===== config.mk =====
export PLATFORM = sky130hd
export DESIGN_NAME = wrr_sched_flat
export DESIGN_NICKNAME = d
export VERILOG_FILES = /design/src/rtl/wrr_pkg.sv /design/src/rtl/wrr_sched_if.sv /design/src/rtl/rr_pick.sv /design/src/rtl/wrr_sched.sv /design/src/flat_wrapper.sv
export SDC_FILE = /design/constraint.sdc
export NUM_CORES = 1
export LEC_CHECK = 0
export ABC_AREA = 1
export CORE_ASPECT_RATIO = 0.5
export CORE_MARGIN = 8
export CORE_UTILIZATION = 40
export DETAILED_ROUTE_END_ITERATION = 12
export PLACE_DENSITY = 0.74
export SYNTH_ARGS = -nofsm -noshare
export SYNTH_HDL_FRONTEND = slang
export SYNTH_SLANG_ARGS = --single-unit

===== constraint.sdc =====
create_clock -name clk -period 4.1 [get_ports clk]
set_input_delay 0.82 -clock clk [delete_from_list [all_inputs] [get_ports clk]]
set_output_delay 0.82 -clock clk [all_outputs]
set_load 0.1 [all_outputs]

===== src/rtl/wrr_pkg.sv =====
// rtl/wrr_pkg.sv - shared constants and types for the weighted round-robin scheduler
// Purpose: channel count, weight width, FSM state encoding and reset weights.
// Ports: none (package).
package wrr_pkg;

  localparam int NUM_CH   = 4;
  localparam int WEIGHT_W = 3;

  typedef enum logic {
    IDLE  = 1'b0,
    SERVE = 1'b1
  } state_t;

  // Channel 0 in the low field: weights 4,3,2,1 for channels 0..3.
  localparam logic [NUM_CH*WEIGHT_W-1:0] RST_WEIGHTS = {3'd1, 3'd2, 3'd3, 3'd4};

endpackage


===== src/rtl/wrr_sched_if.sv =====
// rtl/wrr_sched_if.sv - FIFO-side bundle between the scheduler and its source/destination FIFOs
// Purpose: groups per-channel FIFO status and pop/push strobes.
// Ports (signals): emptyFIFO, almost_fullFIFO (FIFO status), pop, push (scheduler strobes).
//   master: scheduler side; slave: FIFO side.
interface wrr_sched_if #(
  parameter int NUM_CH = 4
);

  logic [NUM_CH-1:0] emptyFIFO;
  logic [NUM_CH-1:0] almost_fullFIFO;
  logic [NUM_CH-1:0] pop;
  logic [NUM_CH-1:0] push;

  modport master (
    input  emptyFIFO,
    input  almost_fullFIFO,
    output pop,
    output push
  );

  modport slave (
    output emptyFIFO,
    output almost_fullFIFO,
    input  pop,
    input  push
  );

endinterface


===== src/rtl/rr_pick.sv =====
// rtl/rr_pick.sv - rotating first-eligible search over four channels
// Purpose: finds the first set bit of eligible scanning upward from ptr, wrapping mod 4.
// Ports: eligible[3:0], ptr[1:0] in; found, idx[1:0] out. Purely combinational.
module rr_pick (
  input  logic [3:0] eligible,
  input  logic [1:0] ptr,
  output logic       found,
  output logic [1:0] idx
);

  logic [1:0] cand;

  // Scan offsets from high to low so the smallest offset from ptr wins.
  always_comb begin
    found = 1'b0;
    idx   = ptr;
    cand  = ptr;
    for (int k = 3; k >= 0; k--) begin
      cand = ptr + 2'(k);
      if (eligible[cand]) begin
        found = 1'b1;
        idx   = cand;
      end
    end
  end

endmodule


===== src/rtl/wrr_sched.sv =====
// rtl/wrr_sched.sv - weighted round-robin scheduler moving data between four FIFO pairs
// Purpose: serves one channel per turn for up to weight[ch] pops, with one idle bubble between turns.
// Ports: clk, reset (sync, active-high); fifo (wrr_sched_if.master: emptyFIFO, almost_fullFIFO, pop, push);
//   cfg_weights/cfg_load (shadow weight update); grant_id (channel served); turn_done (turn-end pulse).
module wrr_sched #(
  parameter int NUM_CH   = wrr_pkg::NUM_CH,
  parameter int WEIGHT_W = wrr_pkg::WEIGHT_W
) (
  input  logic                         clk,
  input  logic                         reset,
  wrr_sched_if.master                  fifo,
  input  logic [NUM_CH*WEIGHT_W-1:0]   cfg_weights,
  input  logic                         cfg_load,
  output logic [1:0]                   grant_id,
  output logic                         turn_done
);

  import wrr_pkg::*;

  state_t                       state;
  logic [1:0]                   ptr;
  logic [1:0]                   cur;
  logic [WEIGHT_W-1:0]          count;
  logic [NUM_CH*WEIGHT_W-1:0]   shadow_w;
  logic [NUM_CH*WEIGHT_W-1:0]   active_w;

  logic [NUM_CH*WEIGHT_W-1:0]   weight_eff;
  logic [NUM_CH-1:0]            eligible;
  logic [WEIGHT_W-1:0]          cur_weight;
  logic                         serving;
  logic                         last_pop;
  logic                         turn_end;
  logic                         pick_found;
  logic [1:0]                   pick_idx;
  logic [NUM_CH-1:0]            pop_vec;

  // In IDLE the active weights are being reloaded from the shadow at this edge,
  // so the pick must judge eligibility on the weights the new turn will use.
  assign weight_eff = (state == IDLE) ? shadow_w : active_w;

  always_comb begin
    eligible = '0;
    for (int i = 0; i < NUM_CH; i++) begin
      eligible[i] = !fifo.emptyFIFO[i] && !fifo.almost_fullFIFO[i] &&
                    (weight_eff[i*WEIGHT_W +: WEIGHT_W] != '0);
    end
  end

  assign cur_weight = active_w[cur*WEIGHT_W +: WEIGHT_W];
  assign serving    = (state == SERVE) && eligible[cur] && !reset;
  // count < weight always holds in SERVE, so count+1 cannot wrap.
  assign last_pop   = serving && ((count + WEIGHT_W'(1)) == cur_weight);
  assign turn_end   = (state == SERVE) && !reset && (!eligible[cur] || last_pop);

  always_comb begin
    pop_vec = '0;
    if (serving) pop_vec[cur] = 1'b1;
  end

  assign fifo.pop  = pop_vec;
  assign fifo.push = pop_vec;
  assign turn_done = turn_end;
  assign grant_id  = reset ? 2'd0 : cur;

  rr_pick u_pick (
    .eligible (eligible),
    .ptr      (ptr),
    .found    (pick_found),
    .idx      (pick_idx)
  );

  always_ff @(posedge clk) begin
    if (reset) begin
      state    <= IDLE;
      ptr      <= 2'd0;
      cur      <= 2'd0;
      count    <= '0;
      shadow_w <= RST_WEIGHTS;
      active_w <= RST_WEIGHTS;
    end else begin
      if (cfg_load) shadow_w <= cfg_weights;
      case (state)
        IDLE: begin
          active_w <= shadow_w;
          if (pick_found) begin
            cur   <= pick_idx;
            count <= '0;
            state <= SERVE;
          end
        end
        SERVE: begin
          if (turn_end) begin
            ptr   <= cur + 2'd1;
            count <= '0;
            state <= IDLE;
          end else if (serving) begin
            count <= count + WEIGHT_W'(1);
          end
        end
        default: state <= IDLE;
      endcase
    end
  end

endmodule


===== src/flat_wrapper.sv =====
// flat-port wrapper written by rule: the top's interface ports become plain ports
module wrr_sched_flat import wrr_pkg::*;
#(
  parameter int NUM_CH   = wrr_pkg::NUM_CH,
  parameter int WEIGHT_W = wrr_pkg::WEIGHT_W
)
  (clk, reset, cfg_weights, cfg_load, grant_id, turn_done, fifo_emptyFIFO, fifo_almost_fullFIFO, fifo_pop, fifo_push);
  wrr_sched_if #(.NUM_CH(NUM_CH)) fifo_i ();
  input  logic clk;
  input  logic reset;
  input  logic [NUM_CH*WEIGHT_W-1:0] cfg_weights;
  input  logic cfg_load;
  output logic [1:0] grant_id;
  output logic turn_done;
  input wire logic [$bits(fifo_i.emptyFIFO)-1:0] fifo_emptyFIFO;
  input wire logic [$bits(fifo_i.almost_fullFIFO)-1:0] fifo_almost_fullFIFO;
  output wire logic [$bits(fifo_i.pop)-1:0] fifo_pop;
  output wire logic [$bits(fifo_i.push)-1:0] fifo_push;
  assign fifo_i.emptyFIFO = fifo_emptyFIFO;
  assign fifo_i.almost_fullFIFO = fifo_almost_fullFIFO;
  assign fifo_pop = fifo_i.pop;
  assign fifo_push = fifo_i.push;
  wrr_sched #(.NUM_CH(NUM_CH), .WEIGHT_W(WEIGHT_W)) u_core (.clk(clk), .reset(reset), .fifo(fifo_i), .cfg_weights(cfg_weights), .cfg_load(cfg_load), .grant_id(grant_id), .turn_done(turn_done));
endmodule

# Word level (Yosys, flattened, before mapping)
# Cells that the tools add are included.
# totals
word_cells	85
in_bits	23
ff_bits	32
# op_classes
mux	30
n_bitwise	1
n_addsub	5
mul	1
n_shift	1
n_eq_ne	3
order_cmp	6
reduce_logical	32
# ops
operator	count
2-bit by 3-bit < comparator with 1-bit output (second input constant)	5
1-bit logical AND	14
1-bit 2-to-1 mux	12
12-bit 2-to-1 mux	1
3-bit nonzero test	4
12-bit by 5-bit variable part select with 3-bit output	1
1-bit binary-select mux with 2-bit select	5
1-bit logical NOT	10
2-bit 2-to-1 mux	5
3-bit 2-to-1 mux	3
3-bit case mux with 2 select lines	1
2-bit AND reduction	3
2-bit by 1-bit adder with 2-bit output (second input constant)	2
2-bit adder (second input constant)	2
2-bit by 2-bit multiplier with 4-bit output (second input constant)	1
4-bit 2-to-1 mux	1
3-bit by 1-bit adder with 3-bit output (second input constant)	1
3-bit == test	1
3-bit != test (second input constant)	1
1-bit demux with 2-bit select	1
2-bit by 1-bit >= comparator with 1-bit output (second input constant)	1
2-bit by 1-bit != test with 1-bit output (second input constant)	1
1-bit case mux with 2 select lines	1
1-bit logical OR	1
1-bit NOT	1

# Longest topological paths before layout
# depth
ltp_word	12
mapped_depth	17

# Cells and area by module
# From an unflattened synthesis, not the netlist that was laid out.
# hier_totals
cells_unflattened	303
hier_area_um2	1905.6
# modules_own_cells
mod	cells_per_inst	area_each_um2	seq_area_each_um2	n_inst
wrr_sched	250	1671.6	640.6	1
rr_pick	53	234.0	0.0	1

# Least setup slack after synthesis
# OpenSTA, ideal clock, no wires.
# synth_path
path_type	input to output
start	input port fifo_almost_fullFIFO[2]
end	output port fifo_push[0]
required_time_ns	3.280
path_slack_ns	0.174
t_arrival_ns	3.106
cell_stages	6
path_cell_list	nor2_1 -> nand3_1 -> nand3_1 -> nand3_1 -> nor2_1 -> buf_4
# synth_between
elab_chain_len	8
# synth_rtl
element	line	text
start: declaration	flat_wrapper.sv:16	input wire logic [$bits(fifo_i.almost_fullFIFO)-1:0] fifo_almost_fullFIFO;
1-bit logical NOT	wrr_sched.sv:44	eligible[i] = !fifo.emptyFIFO[i] && !fifo.almost_fullFIFO[i] &&
1-bit logical AND (2 in series)	wrr_sched.sv:44	
1-bit binary-select mux with 2-bit select	wrr_sched.sv:50	assign serving = (state == SERVE) && eligible[cur] && !reset;
1-bit 2-to-1 mux (not written as such)	wrr_sched.sv:50	
1-bit logical AND (2 in series)	wrr_sched.sv:50	
4-bit 2-to-1 mux	wrr_sched.sv:57	if (serving) pop_vec[cur] = 1'b1;
end: declaration	flat_wrapper.sv:18	output wire logic [$bits(fifo_i.push)-1:0] fifo_push;
# Every way passes these cells. The select of a mux whose other input is x is not followed.

# Final worst setup path
# layout_path
start	input port fifo_almost_fullFIFO[3]
end	output port fifo_push[2]
# Same word-level chain as after synthesis.

==> impl_results.md <==
- Outcome: complete, no violations
- RSZ-0062 raised after global routing: false
- Num rows: 18
- Mapped Nets: around 320
- Slowest-stage cell, CP: clkdlybuf4s50_1
- Synth Cell Area: between 1500 and 2000 um2
- Die H: between 60 and 70 um
- First-pass GRT wire length: roughly 7400 um
- Largest net degree at the start of global routing: 21
- Hold Path Class: reg2reg
- Post-DP HPWL: about 3500 um
- CP most frequent cell: nand3_1
- Core ar.: 4797 um2
- Setup violations, final: 0
- Asr flop ratio synth: 0%
- Crit Path Category: in2out
- Top post-synthesis cells by area: dfxtp_1 (33%), nand2_1 (14%), inv_1 (7.6%)
- Seq/Total Area, Yosys: about a third
- Cell breakdown of the critical path: clkdlybuf4s50_1 > nor2_1 > nand3_1 > nand3_1 > nand3_1 > nor2_1 > buf_12
- Syn Area/Cell: 6.662 um2
- Fin worst setup slack: roughly 0.84 ns
- Initial DRC Count: 85
- Hold wc startpoint: u_core.shadow_w[11]$_SDFFE_PP0P_
- DR pass1 iterations: 4
- Prevailing post-synth register cell: dfxtp_1
- Reg clk slew, reported paths: approximately 0.07 ns
- IO Port Bufs: 33
- Die area: approximately 7400 um2
- Crit path from: fifo_almost_fullFIFO[3]
- Post-route ant nets: 0
- Synth unique cells: 25
- Worst path max stage delay: 0.40 ns
- Detailed Route WL: 4482 um
- Root Driver: clkbuf_8
- Global-route usage over all layers: between 10% and 20%
- CTS tree: done
- LEAKAGE: 1.177 nW
- CP Max Fanout: 4
- Yosys top cell by area: dfxtp_1
- DP Area: about 2300 um2
- Post-route clock period utilization: between 70 and 80%
- CTS sink cnt: 32
- Vias per cell: ~4.7
- #FFs+latches synth: 32
- # Post-CTS Setup Buffers: 0
- Peak VDD IR: approximately 0.22 mV
- I/O pin count: 34
- Grt ovf: 0
- Remaining DRCs: 0
- Width of the die: 114.3 um
- Clock skew: 0.005478 ns
- Total CTS buffers: 5
- Min Tclk post-route: between 3 and 4 ns
- Post-Place Worst Slack: 0.8378 ns
- Clock latency on the worst-skew pair: between 0.2 and 0.3 ns
- Gpl congestion: between 0.8 and 0.9
- Final hold violations: 0
- Starting Density: around 40%
- Drt wl/cell: ~12 um
- Worst slew pin tran: 0.5968 ns
- CTS Hold Bufs: 0
- Net count, final: 345
- Startpoint Class: input pin
- Fillers: around 470
- Synthesis Warnings: 0
- PwrDens: approximately 600 nW/um2
- TNS Setup: 0 ns
- Vias in the first global route: 1,681
- Max Cap Viol: 0
- Area grow syn2layout: 25.91%
- Initial antenna violation count: 0
- Post-Synthesis Cells: just under 300
- Max Clk Rate: about 0.3 GHz
- CP arrival: 2.44 ns
- Clock Path Buffers: 2
- # diodes: 0
- Post-synth EDFFs: 0
- Post-synth top area share: 33.16%
- Share of cells above drive strength 1: approximately 16%
- DR vias: ~1,800
- Slew margin rel.: around three fifths
- Slew Limit Fails: 0
- Crit end category: output pin
- H-tree depth: 2
- Final Cell Area: between 2000 and 2500 um2
- Post-CTS sizing: 0
- Critical Path RT: about 3.3 ns
- RR Startpoint: u_core.cur[0]$_SDFFE_PP0P_
[final cells by class]
class	instances	area [um2]	share of cell area, %
repair buffers	35	417.9	17.18
inverters	43	166.4	6.842
clock inverters	2	35.03	1.440
multi-input cells	200	1012	41.62
clock buffers	6	72.57	2.984
flip-flops and latches	32	640.6	26.34
well taps	70	87.58	3.601
[power by group]
group	switching (mW)	internal, mW	leakage, nW	total (mW)
combinational	0.483	0.248	0.857	0.731
clock	0.116	0.180	0.0552	0.296
sequential	0.0799	0.374	0.265	0.454
[worst paths after layout]
kind                                      endpoint  slack (ns)  depth (start not counted)
hold reg to reg   u_core.shadow_w[11]$_SDFFE_PP0P_        0.46                          2
setup reg to reg      u_core.count[0]$_SDFFE_PP0P_        1.90                         13
hold / removal    u_core.shadow_w[11]$_SDFFE_PP0P_        0.46                          2
setup / recovery                      fifo_push[2]        0.84                          7
[critical path: cells and delay by family]
family	cells	cell delay, ns
buffers and inverters	2	0.63
AND/OR/NAND/NOR	5	0.98
[Yosys cell counts (2+ instances only)]
master,number
a21oi_1,20
buf_1,2
buf_2,2
buf_4,5
clkbuf_1,3
dfxtp_1,32
ha_1,5
inv_1,39
inv_2,2
nand2_1,73
nand2_2,13
nand2_4,3
nand3_1,29
nand3_2,9
nor2_1,26
o21ai_0,17
o21ai_2,2
[state kept, by name (all words and copies together), names as in the netlist]
name,count
u_core.count,3
u_core.state,1
u_core.shadow_w,12
u_core.active_w,12
u_core.ptr,2
u_core.cur,2
[logic make-up after synthesis]
family,count (synthesis),share of synthesized area (%)
flip-flops,32,33.16
XOR/XNOR,2,0.9069
buffers and inverters,58,14.44
AO/OA/AOI/OAI,39,10.49
adder cells (fa/ha/maj),5,3.238
AND/OR/NAND/NOR,154,37.76
[per-stage QoR]
stage / utilization (%) / cells / power, mW / hold slack (ns)
floorplan: - / 290 / 1.047 / 0.4293
global placement: 48.46 / 380 / 1.166 / 0.4474
detailed placement: 48.46 / 380 / 1.188 / 0.4534
CTS: 50.70 / 388 / 1.482 / 0.4643
global route: 50.70 / 388 / 1.594 / 0.4865
finish: 50.70 / 388 / 1.481 / 0.4593
[routing by layer]
metal / up-vias / part of all wire, % / wire length [um] / GRT usage, %
met5: - / 0 / 0 / 0
met4: 0 / 1.1 / 48 / 4.269
met3: 4 / 8.1 / 362 / 4.662
met2: 48 / 46 / 2078 / 20.63
met1: 815 / 44 / 1993 / 14.07
li1: 952 / - / - / -
[cell usage in the layout (no fill, tap or decap), types with 2 or more instances in the layout]
master	instances
dfxtp_1	32
nand3_2	9
o21ai_2	2
inv_2	2
nand2_4	3
nand3_1	29
ha_1	5
nand2_2	13
o21ai_0	17
a21oi_1	20
nor2_1	26
nand2_1	73
buf_4	5
inv_1	39
clkbuf_8	5
buf_12	8
clkdlybuf4s50_1	22
(Power assumes the default switching activity.)
